<file path="src/rtl/symbol_conditioner.sv">
// Push-button conditioner feeding the sequence detector's x1/x0 inputs:
// two-flop sync, per-bit debounce, and a framer that emits one symbol per press.
module symbol_conditioner #(
   parameter int DEBOUNCE_CYCLES = 4,
   parameter int COMBINE_CYCLES  = 8
) (
   input  logic       clk,
   input  logic       reset,
   input  logic       btn1,
   input  logic       btn0,
   output logic       x1,
   output logic       x0,
   output logic       sym_valid,
   output logic [7:0] sym_count
);

   localparam int DW = $clog2(DEBOUNCE_CYCLES + 1);
   localparam int CW = $clog2(COMBINE_CYCLES + 1);

   typedef enum logic [1:0] {
      IDLE,
      COMBINE,
      HOLD
   } state_t;

   logic [1:0] meta;
   logic [1:0] sync;
   logic [1:0] deb;

   always_ff @(posedge clk or negedge reset) begin
      if (!reset) begin
         meta <= '0;
         sync <= '0;
      end else begin
         meta <= {btn1, btn0};
         sync <= meta;
      end
   end

   for (genvar i = 0; i < 2; i++) begin : g_deb
      logic [DW-1:0] cnt;
      logic          q;

      always_ff @(posedge clk or negedge reset) begin
         if (!reset) begin
            cnt <= '0;
            q   <= 1'b0;
         end else if (sync[i] == q) begin
            cnt <= '0;
         end else if (cnt == DW'(DEBOUNCE_CYCLES - 1)) begin
            q   <= sync[i];
            cnt <= '0;
         end else begin
            cnt <= cnt + 1'b1;
         end
      end

      assign deb[i] = q;
   end

   state_t        state;
   state_t        state_nx;
   logic [1:0]    acc;
   logic [1:0]    acc_nx;
   logic [1:0]    sym;
   logic [1:0]    sym_nx;
   logic [CW-1:0] ccnt;
   logic [CW-1:0] ccnt_nx;
   logic          enter_hold;

   always_comb begin
      state_nx   = state;
      acc_nx     = acc;
      sym_nx     = sym;
      ccnt_nx    = ccnt;
      enter_hold = 1'b0;
      unique case (state)
         IDLE: begin
            if (deb != 2'b00) begin
               acc_nx   = deb;
               ccnt_nx  = '0;
               state_nx = COMBINE;
            end
         end
         COMBINE: begin
            acc_nx = acc | deb;
            if (ccnt == CW'(COMBINE_CYCLES - 1)) begin
               sym_nx     = acc | deb;
               state_nx   = HOLD;
               enter_hold = 1'b1;
            end else begin
               ccnt_nx = ccnt + 1'b1;
            end
         end
         HOLD: begin
            // late bits are ignored; only a full release ends the symbol
            if (deb == 2'b00) begin
               state_nx = IDLE;
            end
         end
         default: begin
            state_nx = IDLE;
         end
      endcase
   end

   always_ff @(posedge clk or negedge reset) begin
      if (!reset) begin
         state <= IDLE;
         acc   <= '0;
         sym   <= '0;
         ccnt  <= '0;
      end else begin
         state <= state_nx;
         acc   <= acc_nx;
         sym   <= sym_nx;
         ccnt  <= ccnt_nx;
      end
   end

   always_ff @(posedge clk or negedge reset) begin
      if (!reset) begin
         x1        <= 1'b0;
         x0        <= 1'b0;
         sym_valid <= 1'b0;
         sym_count <= '0;
      end else begin
         {x1, x0}  <= (state_nx == HOLD) ? sym_nx : 2'b00;
         sym_valid <= enter_hold;
         sym_count <= sym_count + {7'd0, enter_hold};
      end
   end

endmodule

</file>
<file path="config.mk">
export PLATFORM = sky130hd
export DESIGN_NAME = symbol_conditioner
export DESIGN_NICKNAME = d
export VERILOG_FILES = /design/src/rtl/symbol_conditioner.sv
export SDC_FILE = /design/constraint.sdc
export NUM_CORES = 1
export LEC_CHECK = 0
export ABC_CLOCK_PERIOD_IN_PS = 4320
export CORE_MARGIN = 2
export CORE_UTILIZATION = 58
export CTS_CLUSTER_SIZE = 20
export DETAILED_ROUTE_END_ITERATION = 16
export GPL_ROUTABILITY_DRIVEN = 0
export HOLD_SLACK_MARGIN = 0.05
export PLACE_DENSITY_LB_ADDON = 0.12
export SLEW_MARGIN = 30
export SYNTH_ARGS = -nofsm -noshare
export SYNTH_HDL_FRONTEND = slang
export SYNTH_SLANG_ARGS = --single-unit
</file>
<file path="constraint.sdc">
create_clock -name clk -period 4.32 [get_ports clk]
set_input_delay 0.648 -clock clk [delete_from_list [all_inputs] [get_ports clk]]
set_output_delay 0.648 -clock clk [all_outputs]
set_load 0.05 [all_outputs]
</file>
==> results of run 1 <==
## per-layer routing
metal	vias up	track usage, %
met5	-	0
met4	0	9.83
met3	4	7.71
met2	15	30.0
met1	373	23.9
li1	395	-
## path summary, 6_finish.rpt
check	from	endpoint	slack (ns)	cells past startpoint
max	sym_count[2]$_DFF_PN0_	sym_count[2]	2.08	1
min	meta[1]$_DFF_PN0_	sync[1]$_DFF_PN0_	0.37	0
max reg2reg	ccnt[0]$_DFFE_PN0P_	sym_count[7]$_DFF_PN0_	2.54	7
min reg2reg	meta[1]$_DFF_PN0_	sync[1]$_DFF_PN0_	0.37	0
max in group asynchronous	reset	ccnt[1]$_DFFE_PN0P_	3.32	2
min in group asynchronous	reset	ccnt[2]$_DFFE_PN0P_	0.72	2
## report_power, final
group	total (mW)	switching [mW]	internal [mW]
logic	0.343	0.190	0.152
registers	0.490	0.0913	0.399
clock network	0.234	0.0959	0.138
## kinds of logic (layout without fill, tap and decap cells)
kind of cell,Yosys count,after routing,share of synthesized area (%)
buffers and inverters,6,28,2.23
adders and majority gates,5,5,4.64
xor gates and xnor gates,8,8,5.20
DFF,33,33,61.3
AOI/OAI and AO/OA,13,13,7.80
and+or+nand+nor,30,30,14.2
muxes,6,6,4.64
## per-stage QoR
stage	worst slack [ns]	area [um2]	hold slack (ns)	util (%)	cells
global route	2.01	1600	0.372	72.5	151
detailed placement	2.43	1520	0.346	68.7	143
CTS	2.06	1600	0.369	72.5	151
global placement	2.44	1520	0.335	68.7	143
finish	2.08	1600	0.367	72.5	151
floorplan	2.74	1350	0.331	-	101
## registers in the layout, indices dropped and copies added (netlist names)
| signal | cells |
|---|---|
| sym | 2 |
| x0 | 1 |
| acc | 2 |
| g_deb.cnt | 6 |
| state | 2 |
| sym_valid | 1 |
| ccnt | 4 |
| sync | 2 |
| sym_count | 8 |
| meta | 2 |
| g_deb.q | 2 |
| x1 | 1 |
## final cells by class
class                      instances  share of cell area (%)
sequential                        33                    51.5
multi-input combinational         62                    30.7
timing repair buffer              15                    9.20
clock buffer                       7                    3.43
tap                               28                    2.18
clock inverter                     1                    1.87
inverter                           5                    1.17
## Yosys cell counts (all sizes together)
cell type  count  area share (%)
a21oi          1            0.37
a22o           2             1.3
a31oi          1            0.46
and3           1            0.46
and3b          2             1.3
buf            1            0.84
dfrtp         33              61
ha             5             4.6
inv            5             1.4
mux2           2             1.7
mux2i          4             3.0
nand2          4             1.1
nand2b         3             1.9
nand3          5             2.2
nand3b         1            0.56
nand4          2             1.4
nor2           6             1.9
nor3           2             1.1
nor3b          4             2.2
o211ai         2             1.5
o21ai          4             1.5
o21bai         1             1.4
o2bb2ai        2             1.3
xnor2          5             3.2
xor2           3             2.0
==> metrics.yaml, run 1 <==
clock_network:
  cts-root-buf: "clkbuf_4"
  clk_pin_slew_ns: 0.09
  cts_resized: 0
  htreeDepth: 2
  cts_hold_buf: 0
  cts_buffers: 5
  cts_tree: "built"
  clk_latency_ns: 0.32
  cts_buffer_depth: 2
  cts.sinks: 33
  post_cts_buffers: 0
critical_path:
  cp_max_fo: 5
  cp.arrival_ns: 1.59
  cp_data_required_time_ns: 3.67
  worst_setup_path_start_kind: "flip-flop"
  path_cells: "clkdlybuf4s50_1"
  crit_buf_inv: 1
  crit_slowest_cell: "clkdlybuf4s50_1"
  path_class: "reg2out"
  cp-end-kind: "primary output"
  critical_path.top_delay_family: "buffers and inverters"
  critPathMaxStageDelay_ns: 0.83
drt:
  wl_met2_um: 993
  wl_met1_um: 905
  dr.pass1.iters: 4
  wl_met3_um: 78
  drc_errors: 0
  num_vias: 787
  avgRoutedWirePerCell_um: 13.3
  via_per_inst: 5.21
  top_layer: "met4"
  drt_wl_total_um: 2020
  ant_nets: 0
  drt_iter0_markers: 9
place:
  numPortBuffers: 14
  hpwl_um: 1480
sta:
  setup_violations: 0
  timing.final.crit_period_ns: 2.24
  hold_violations: 0
  timing.fmax_mhz: 446
  post-route-period-util_pct: 51.9
  tightest_slew_ns: 0.498
  report.final.slew_viol_count: 0
  rsz0062_at_grt: "no"
  skew_ns: 0.00278
  max-slew-margin-rel_pct: 66.7
  finalSetupTns_ns: 0
grt:
  grtUsageTotal_pct: 19.5
  grt_remaining_overflow: 0
  grt_pass1_wl_um: 3680
  grt_start_max_net_pins: 34
  grt_pass1_vias: 838
  antenna_found_initial: 0
final_layout:
  antenna_cells: 0
  area_growth_pct: 19.0
  final_common_cell: "dfrtp_1"
  layout.nets: 131
  multiInputGateArea_um2: 492
  nFillCells: 160
  seq_area_um2: 826
  drive_above_1_share_pct: 14.6
  mostFrequentLayoutCells: "dfrtp_1, clkdlybuf4s50_1"
power:
  leakage_nw: 0.765
  power_density_nw_per_um2: 665
  p_total_mw: 1.07
  vdd_ir_drop_max_mv: 0.374
synth:
  synth_warnings: 0
  synth-seq-cells: 33
  yosysSeqAreaShare_pct: 61.3
  synthCells: 101
  syn_avg_cell_area_um2: 13.3
  syn_area_um2: 1350
  syn_nets: 110
  synth_cell_types: 32
flow_run:
  cap_viol_max_count: 0
floorplanning:
  die_area_um2: 2720
  die_h_um: 52.2
  die_w_um: 52.2
  ios: 15
  coreArea_um2: 2210
  placementRows: 17
  start_util_pct: 60.9
min_path:
  min_path_type: "reg2reg"
status:
  status: "finished, final reports clean"
Note: power is estimated with default switching activity, not from simulation.
==> inputs of run 2 (changes only) <==
--- a/config.mk
+++ b/config.mk
@@ -5,9 +5,9 @@
 export SDC_FILE = /design/constraint.sdc
 export NUM_CORES = 1
 export LEC_CHECK = 0
-export ABC_CLOCK_PERIOD_IN_PS = 4320
+export ABC_CLOCK_PERIOD_IN_PS = 1980
 export CORE_MARGIN = 2
-export CORE_UTILIZATION = 58
+export CORE_UTILIZATION = 49
 export CTS_CLUSTER_SIZE = 20
 export DETAILED_ROUTE_END_ITERATION = 16
 export GPL_ROUTABILITY_DRIVEN = 0
==> constraint.sdc (replaced) <==
create_clock -name clk -period 1.98 [get_ports clk]
set_input_delay 0.297 -clock clk [delete_from_list [all_inputs] [get_ports clk]]
set_output_delay 0.297 -clock clk [all_outputs]
set_load 0.05 [all_outputs]
==> metrics.yaml, run 2 (synthesis results as in run 1) <==
critical_path:
  worst_setup_path_start_kind: "flip-flop"  # unchanged
  crit_buf_inv: 1  # unchanged
  critPathMaxStageDelay_ns: 0.83  # about the same
  cp-end-kind: "primary output"  # unchanged
  path_class: "reg2out"  # unchanged
  path_cells: "clkdlybuf4s50_1"  # unchanged
  critical_path.top_delay_family: "buffers and inverters"  # unchanged
  cp.arrival_ns: 1.59  # about the same
  cp_data_required_time_ns: 1.68  # was 3.67 ns
  cp.depth: 1  # unchanged
  reg2reg_depth: 7  # unchanged
  cp_max_fo: 5  # unchanged
  crit_slowest_cell: "clkdlybuf4s50_1"  # unchanged
sta:
  setup_violations: 0  # unchanged
  skew_ns: 0.00993  # was 0.00278 ns
  timing.fmax_mhz: 531
  max-slew-margin-rel_pct: 66.1  # was 66.7%
  hold_violations: 0  # unchanged
  fin_ws_ns: 0.0960  # was 2.08 ns
  post-route-period-util_pct: 95.2
  report.final.slew_viol_count: 0  # unchanged
  rsz0062_at_grt: "no"  # unchanged
  timing.final.crit_period_ns: 1.88
  finalSetupTns_ns: 0  # unchanged
  tightest_slew_ns: 0.507  # was 0.498 ns
floorplanning:
  coreArea_um2: 2690  # was 2210 um2
  ios: 15  # unchanged
  die_w_um: 56.4  # was 52.2 um
  die_h_um: 56.4  # was 52.2 um
  die_area_um2: 3190  # was 2720 um2
  placementRows: 19  # was 17
  start_util_pct: 50.2  # was 60.9%
clock_network:
  htreeDepth: 2  # unchanged
  clk_pin_slew_ns: 0.10  # was 0.09 ns
  clk_latency_ns: 0.33  # was 0.32 ns
  cts_tree: "built"  # unchanged
  cts_buffers: 5  # unchanged
  cts.sinks: 33  # unchanged
  cts_buffer_depth: 2  # unchanged
  cts-root-buf: "clkbuf_4"  # unchanged
grt:
  grt_remaining_overflow: 0  # unchanged
  grt_pass1_wl_um: 3870  # was 3680 um
  grt_pass1_vias: 830  # was 838
  grtUsageTotal_pct: 16.2  # was 19.5%
  grt_start_max_net_pins: 34  # unchanged
  antenna_found_initial: 0  # unchanged
final_layout:
  antenna_cells: 0  # unchanged
  layout.nets: 131  # unchanged
  multiInputGateArea_um2: 492  # unchanged
  mostFrequentLayoutCells: "dfrtp_1, clkdlybuf4s50_1"  # unchanged
  final_common_cell: "dfrtp_1"  # unchanged
  area_growth_pct: 20.8  # was 19.0%
  regMostFlops: "sym_count"  # unchanged
  seq_area_um2: 826  # unchanged
  nFillCells: 211  # was 160
  drive_above_1_share_pct: 15.4  # was 14.6%
  top_regs: "sym_count x8, g_deb.cnt x6, ccnt x4"  # unchanged
  largest_reg_flops: 8  # unchanged
place:
  numPortBuffers: 14  # unchanged
  pre_cts_ws_ns: 0.230  # was 2.43 ns
  hpwl_um: 1410  # was 1480 um
drt:
  avgRoutedWirePerCell_um: 13.2  # was 13.3 um
  drt_iter0_markers: 16  # was 9
  dr.pass1.iters: 4  # unchanged
  wl_met3_um: 112  # was 78 um
  wl_met2_um: 868  # was 993 um
  num_vias: 816  # was 787
  via_per_inst: 5.30  # was 5.21
  wl_met1_um: 996  # was 905 um
  ant_nets: 0  # unchanged
  drt_wl_total_um: 2030  # was 2020 um
  top_layer: "met4"  # unchanged
  drc_errors: 0  # unchanged
power:
  vdd_ir_drop_max_mv: 1.08  # was 0.374 mV
  power_density_nw_per_um2: 1500  # was 665 nW/um2
  leakage_nw: 0.791  # was 0.765 nW
status:
  status: "finished, final reports clean"  # unchanged
min_path:
  min_path_type: "in2async"  # was reg2reg
flow_run:
  cap_viol_max_count: 0  # unchanged
## run 2: changes by cell type in the layout (fill, tap and decap cells not counted)
cell	delta
bufinv_16	+1
clkbuf_1	-1
clkinv_2	+1
dlymetal6s2s_1	+1
clkdlybuf4s50_1	-1
clkbuf_8	-1
## run 2: cell type report
type / instances / area share, %
flip-flops and latches: 33 / 50.7
multi-input cells: 62 / 30.2
repair buffers: 15 / 9.22
clock inverters: 3 / 4.00
well taps: 31 / 2.38
clock buffers: 5 / 2.31
inverters: 5 / 1.15
## run 2: per-stage QoR
stage	power, mW	utilization (%)	instance area [um2]	hold WS, ns	instances
after floorplan	1.64	-	1350	0.00141	101
after global placement	1.82	56.7	1520	0.337	146
after detailed placement	1.84	56.7	1520	0.348	146
after CTS	2.47	60.5	1630	0.348	154
after global routing	2.61	60.6	1630	0.357	154
final	2.43	60.6	1630	0.340	154
## run 2: where the power goes
group          internal, mW  total (mW)  leakage [nW]  switching [mW]
registers             0.870        1.06         0.417           0.194
logic                 0.335       0.755         0.319           0.420
clock network         0.391       0.616        0.0552           0.225
total                  1.60        2.43         0.791           0.839
## run 2: final timing paths
| kind | to | start | slack (ns) |
|---|---|---|---|
| setup / recovery | sym_count[3] | sym_count[3]$_DFF_PN0_ | 0.1 |
| min in group clk | sync[1]$_DFF_PN0_ | meta[1]$_DFF_PN0_ | 0.36 |
| max in group asynchronous | sym_count[0]$_DFF_PN0_ | reset | 1.34 |
| setup reg to reg | sym_count[7]$_DFF_PN0_ | ccnt[0]$_DFFE_PN0P_ | 0.22 |
| hold / removal | ccnt[3]$_DFFE_PN0P_ | reset | 0.34 |
| hold reg to reg | sync[1]$_DFF_PN0_ | meta[1]$_DFF_PN0_ | 0.36 |
## run 2: metal layers
metal / track usage (%) / up-vias
met4: 7.14 / 0
met2: 21.3 / 16
met3: 7.60 / 7
met1: 22.6 / 395
li1: - / 398
met5: 0 / -
## run 2: timing repair
| action | 4_1_cts | 5_1_grt |
|---|---|---|
| hold buffers | 0 | 0 |
| endpoints found under the setup margin | 0 | 1 |
| resized for setup | 0 | 1 |
| buffers inserted | 0 | 0 |
==> inputs of run 3 (changes only) <==
--- a/config.mk
+++ b/config.mk
@@ -12,6 +12,7 @@
 export DETAILED_ROUTE_END_ITERATION = 16
 export GPL_ROUTABILITY_DRIVEN = 0
 export HOLD_SLACK_MARGIN = 0.05
+export MAX_ROUTING_LAYER = met4
 export PLACE_DENSITY_LB_ADDON = 0.12
 export SLEW_MARGIN = 30
 export SYNTH_ARGS = -nofsm -noshare
==> metrics.yaml, run 3 (synthesis results as in run 1) <==
status:
  status: "finished, final reports clean"  # unchanged
drt:
  avgRoutedWirePerCell_um: 13.2  # about the same
  num_vias: 814  # was 816
  drt_iter0_markers: 10  # was 16
  dr.pass1.iters: 4  # unchanged
  via_per_inst: 5.29  # was 5.30
  drt_wl_total_um: 2030  # about the same
  drc_errors: 0  # unchanged
  ant_nets: 0  # unchanged
critical_path:
  cp.arrival_ns: 1.59  # about the same
  crit_slowest_cell: "clkdlybuf4s50_1"  # unchanged
  cp-end-kind: "primary output"  # unchanged
  path_cells: "clkdlybuf4s50_1"  # unchanged
  cp_data_required_time_ns: 1.68  # about the same
  r2r_slack_ns: 0.23  # was 0.22 ns
  crit_buf_inv: 1  # unchanged
  worst_setup_path_start_kind: "flip-flop"  # unchanged
  cp_max_fo: 5  # unchanged
  critical_path.top_delay_family: "buffers and inverters"  # unchanged
  path_class: "reg2out"  # unchanged
  critPathMaxStageDelay_ns: 0.83  # about the same
place:
  numPortBuffers: 14  # unchanged
  pre_cts_ws_ns: 0.230  # unchanged
  dpl_cell_area_um2: 1520  # unchanged
  hpwl_um: 1410  # unchanged
  dp_cells: 146  # unchanged
floorplanning:
  die_w_um: 56.4  # unchanged
  die_area_um2: 3190  # unchanged
  die_h_um: 56.4  # unchanged
  placementRows: 19  # unchanged
  ios: 15  # unchanged
  start_util_pct: 50.2  # unchanged
  coreArea_um2: 2690  # unchanged
clock_network:
  cts.sinks: 33  # unchanged
  cts_tree: "built"  # unchanged
  clk_latency_ns: 0.33  # about the same
  cts_hold_buf: 0  # unchanged
  cts_buffers: 5  # unchanged
  cts_buffer_depth: 2  # unchanged
  clk_pin_slew_ns: 0.10  # about the same
  htreeDepth: 2  # unchanged
  cts-root-buf: "clkbuf_4"  # unchanged
final_layout:
  layout.nets: 131  # unchanged
  final_util_pct: 60.6  # unchanged
  regMostFlops: "sym_count"  # unchanged
  final_common_cell: "dfrtp_1"  # unchanged
  area_growth_pct: 20.8  # unchanged
  antenna_cells: 0  # unchanged
  seq_area_um2: 826  # unchanged
  multiInputGateArea_um2: 492  # unchanged
  largest_reg_flops: 8  # unchanged
  fin_cells: 154  # unchanged
  fin_area_um2: 1630  # unchanged
  nFillCells: 211  # unchanged
  mostFrequentLayoutCells: "dfrtp_1, clkdlybuf4s50_1"  # unchanged
  drive_above_1_share_pct: 15.4  # unchanged
  top_regs: "sym_count x8, g_deb.cnt x6, ccnt x4"  # unchanged
sta:
  skew_ns: 0.00993  # unchanged
  post-route-period-util_pct: 95.2  # about the same
  hold_violations: 0  # unchanged
  max-slew-margin-rel_pct: 66.1  # about the same
  tightest_slew_ns: 0.507  # about the same
  setup_violations: 0  # unchanged
  rsz0062_at_grt: "no"  # unchanged
  timing.fmax_mhz: 531  # about the same
  finalSetupTns_ns: 0  # unchanged
  timing.final.crit_period_ns: 1.88  # about the same
  hold_ws_ns: 0.340  # about the same
  report.final.slew_viol_count: 0  # unchanged
  fin_ws_ns: 0.0951  # was 0.0960 ns
power:
  p_total_mw: 2.44  # was 2.43 mW
  leakage_nw: 0.791  # unchanged
  vdd_ir_drop_max_mv: 1.08  # about the same
  power_density_nw_per_um2: 1500  # about the same
grt:
  antenna_found_initial: 0  # unchanged
  grt_pass1_wl_um: 3880  # was 3870 um
  grt_start_max_net_pins: 34  # unchanged
  grt_remaining_overflow: 0  # unchanged
  grtUsageTotal_pct: 16.7  # was 16.2%
  grt_pass1_vias: 832  # was 830
min_path:
  min_path_type: "in2async"  # unchanged
flow_run:
  cap_viol_max_count: 0  # unchanged
-- run 3: cell counts in the layout (fill, tap and decap cells not counted) --
Identical to the previous run, type by type.
-- run 3: final cells by class --
cell class                 count  area share, %
clock buffer                   5           2.31
clock inverter                 3           4.00
inverter                       5           1.15
multi-input combinational     62           30.2
sequential                    33           50.7
tap                           31           2.38
timing repair buffer          15           9.22
-- run 3: per-layer routing --
| layer | up-vias | global-route usage [%] | wire, um |
|---|---|---|---|
| met5 | - | - | 0 |
| met4 | 0 | 7.14 | 51 |
| met3 | 7 | 7.60 | 112 |
| met2 | 16 | 21.3 | 866 |
| met1 | 393 | 22.8 | 1000 |
| li1 | 398 | - | - |
-- run 3: where the power goes --
group	internal, mW	leakage, nW	switching [mW]	total (mW)
sequential	0.870	0.417	0.194	1.06
combinational	0.335	0.319	0.420	0.756
clock	0.391	0.0552	0.226	0.617
total	1.60	0.791	0.840	2.44
-- run 3: worst paths after layout --
check	depth (start not counted)	end	start
setup reg to reg	7	sym_count[7]$_DFF_PN0_	ccnt[0]$_DFFE_PN0P_
max in group asynchronous	2	sym_count[0]$_DFF_PN0_	reset
hold / removal	2	ccnt[3]$_DFFE_PN0P_	reset
hold reg to reg	0	sync[1]$_DFF_PN0_	meta[1]$_DFF_PN0_
min in group clk	0	sync[1]$_DFF_PN0_	meta[1]$_DFF_PN0_
setup / recovery	1	sym_count[3]	sym_count[3]$_DFF_PN0_
-- run 3: what timing repair did --
action	4_1_cts	5_1_grt
resized for setup	0	1
hold endpoints to repair	0	0
endpoints found under the setup margin	0	1
buffers inserted	0	0
-- run 3: worst reg2reg max path: cells and delay by family (launching register included) --
family | cells | cell delay [ns]
buf+inv | 1 | 0.14
flops | 1 | 0.40
simple gates | 3 | 0.55
xor+xnor | 1 | 0.15
fa+ha+maj | 2 | 0.45
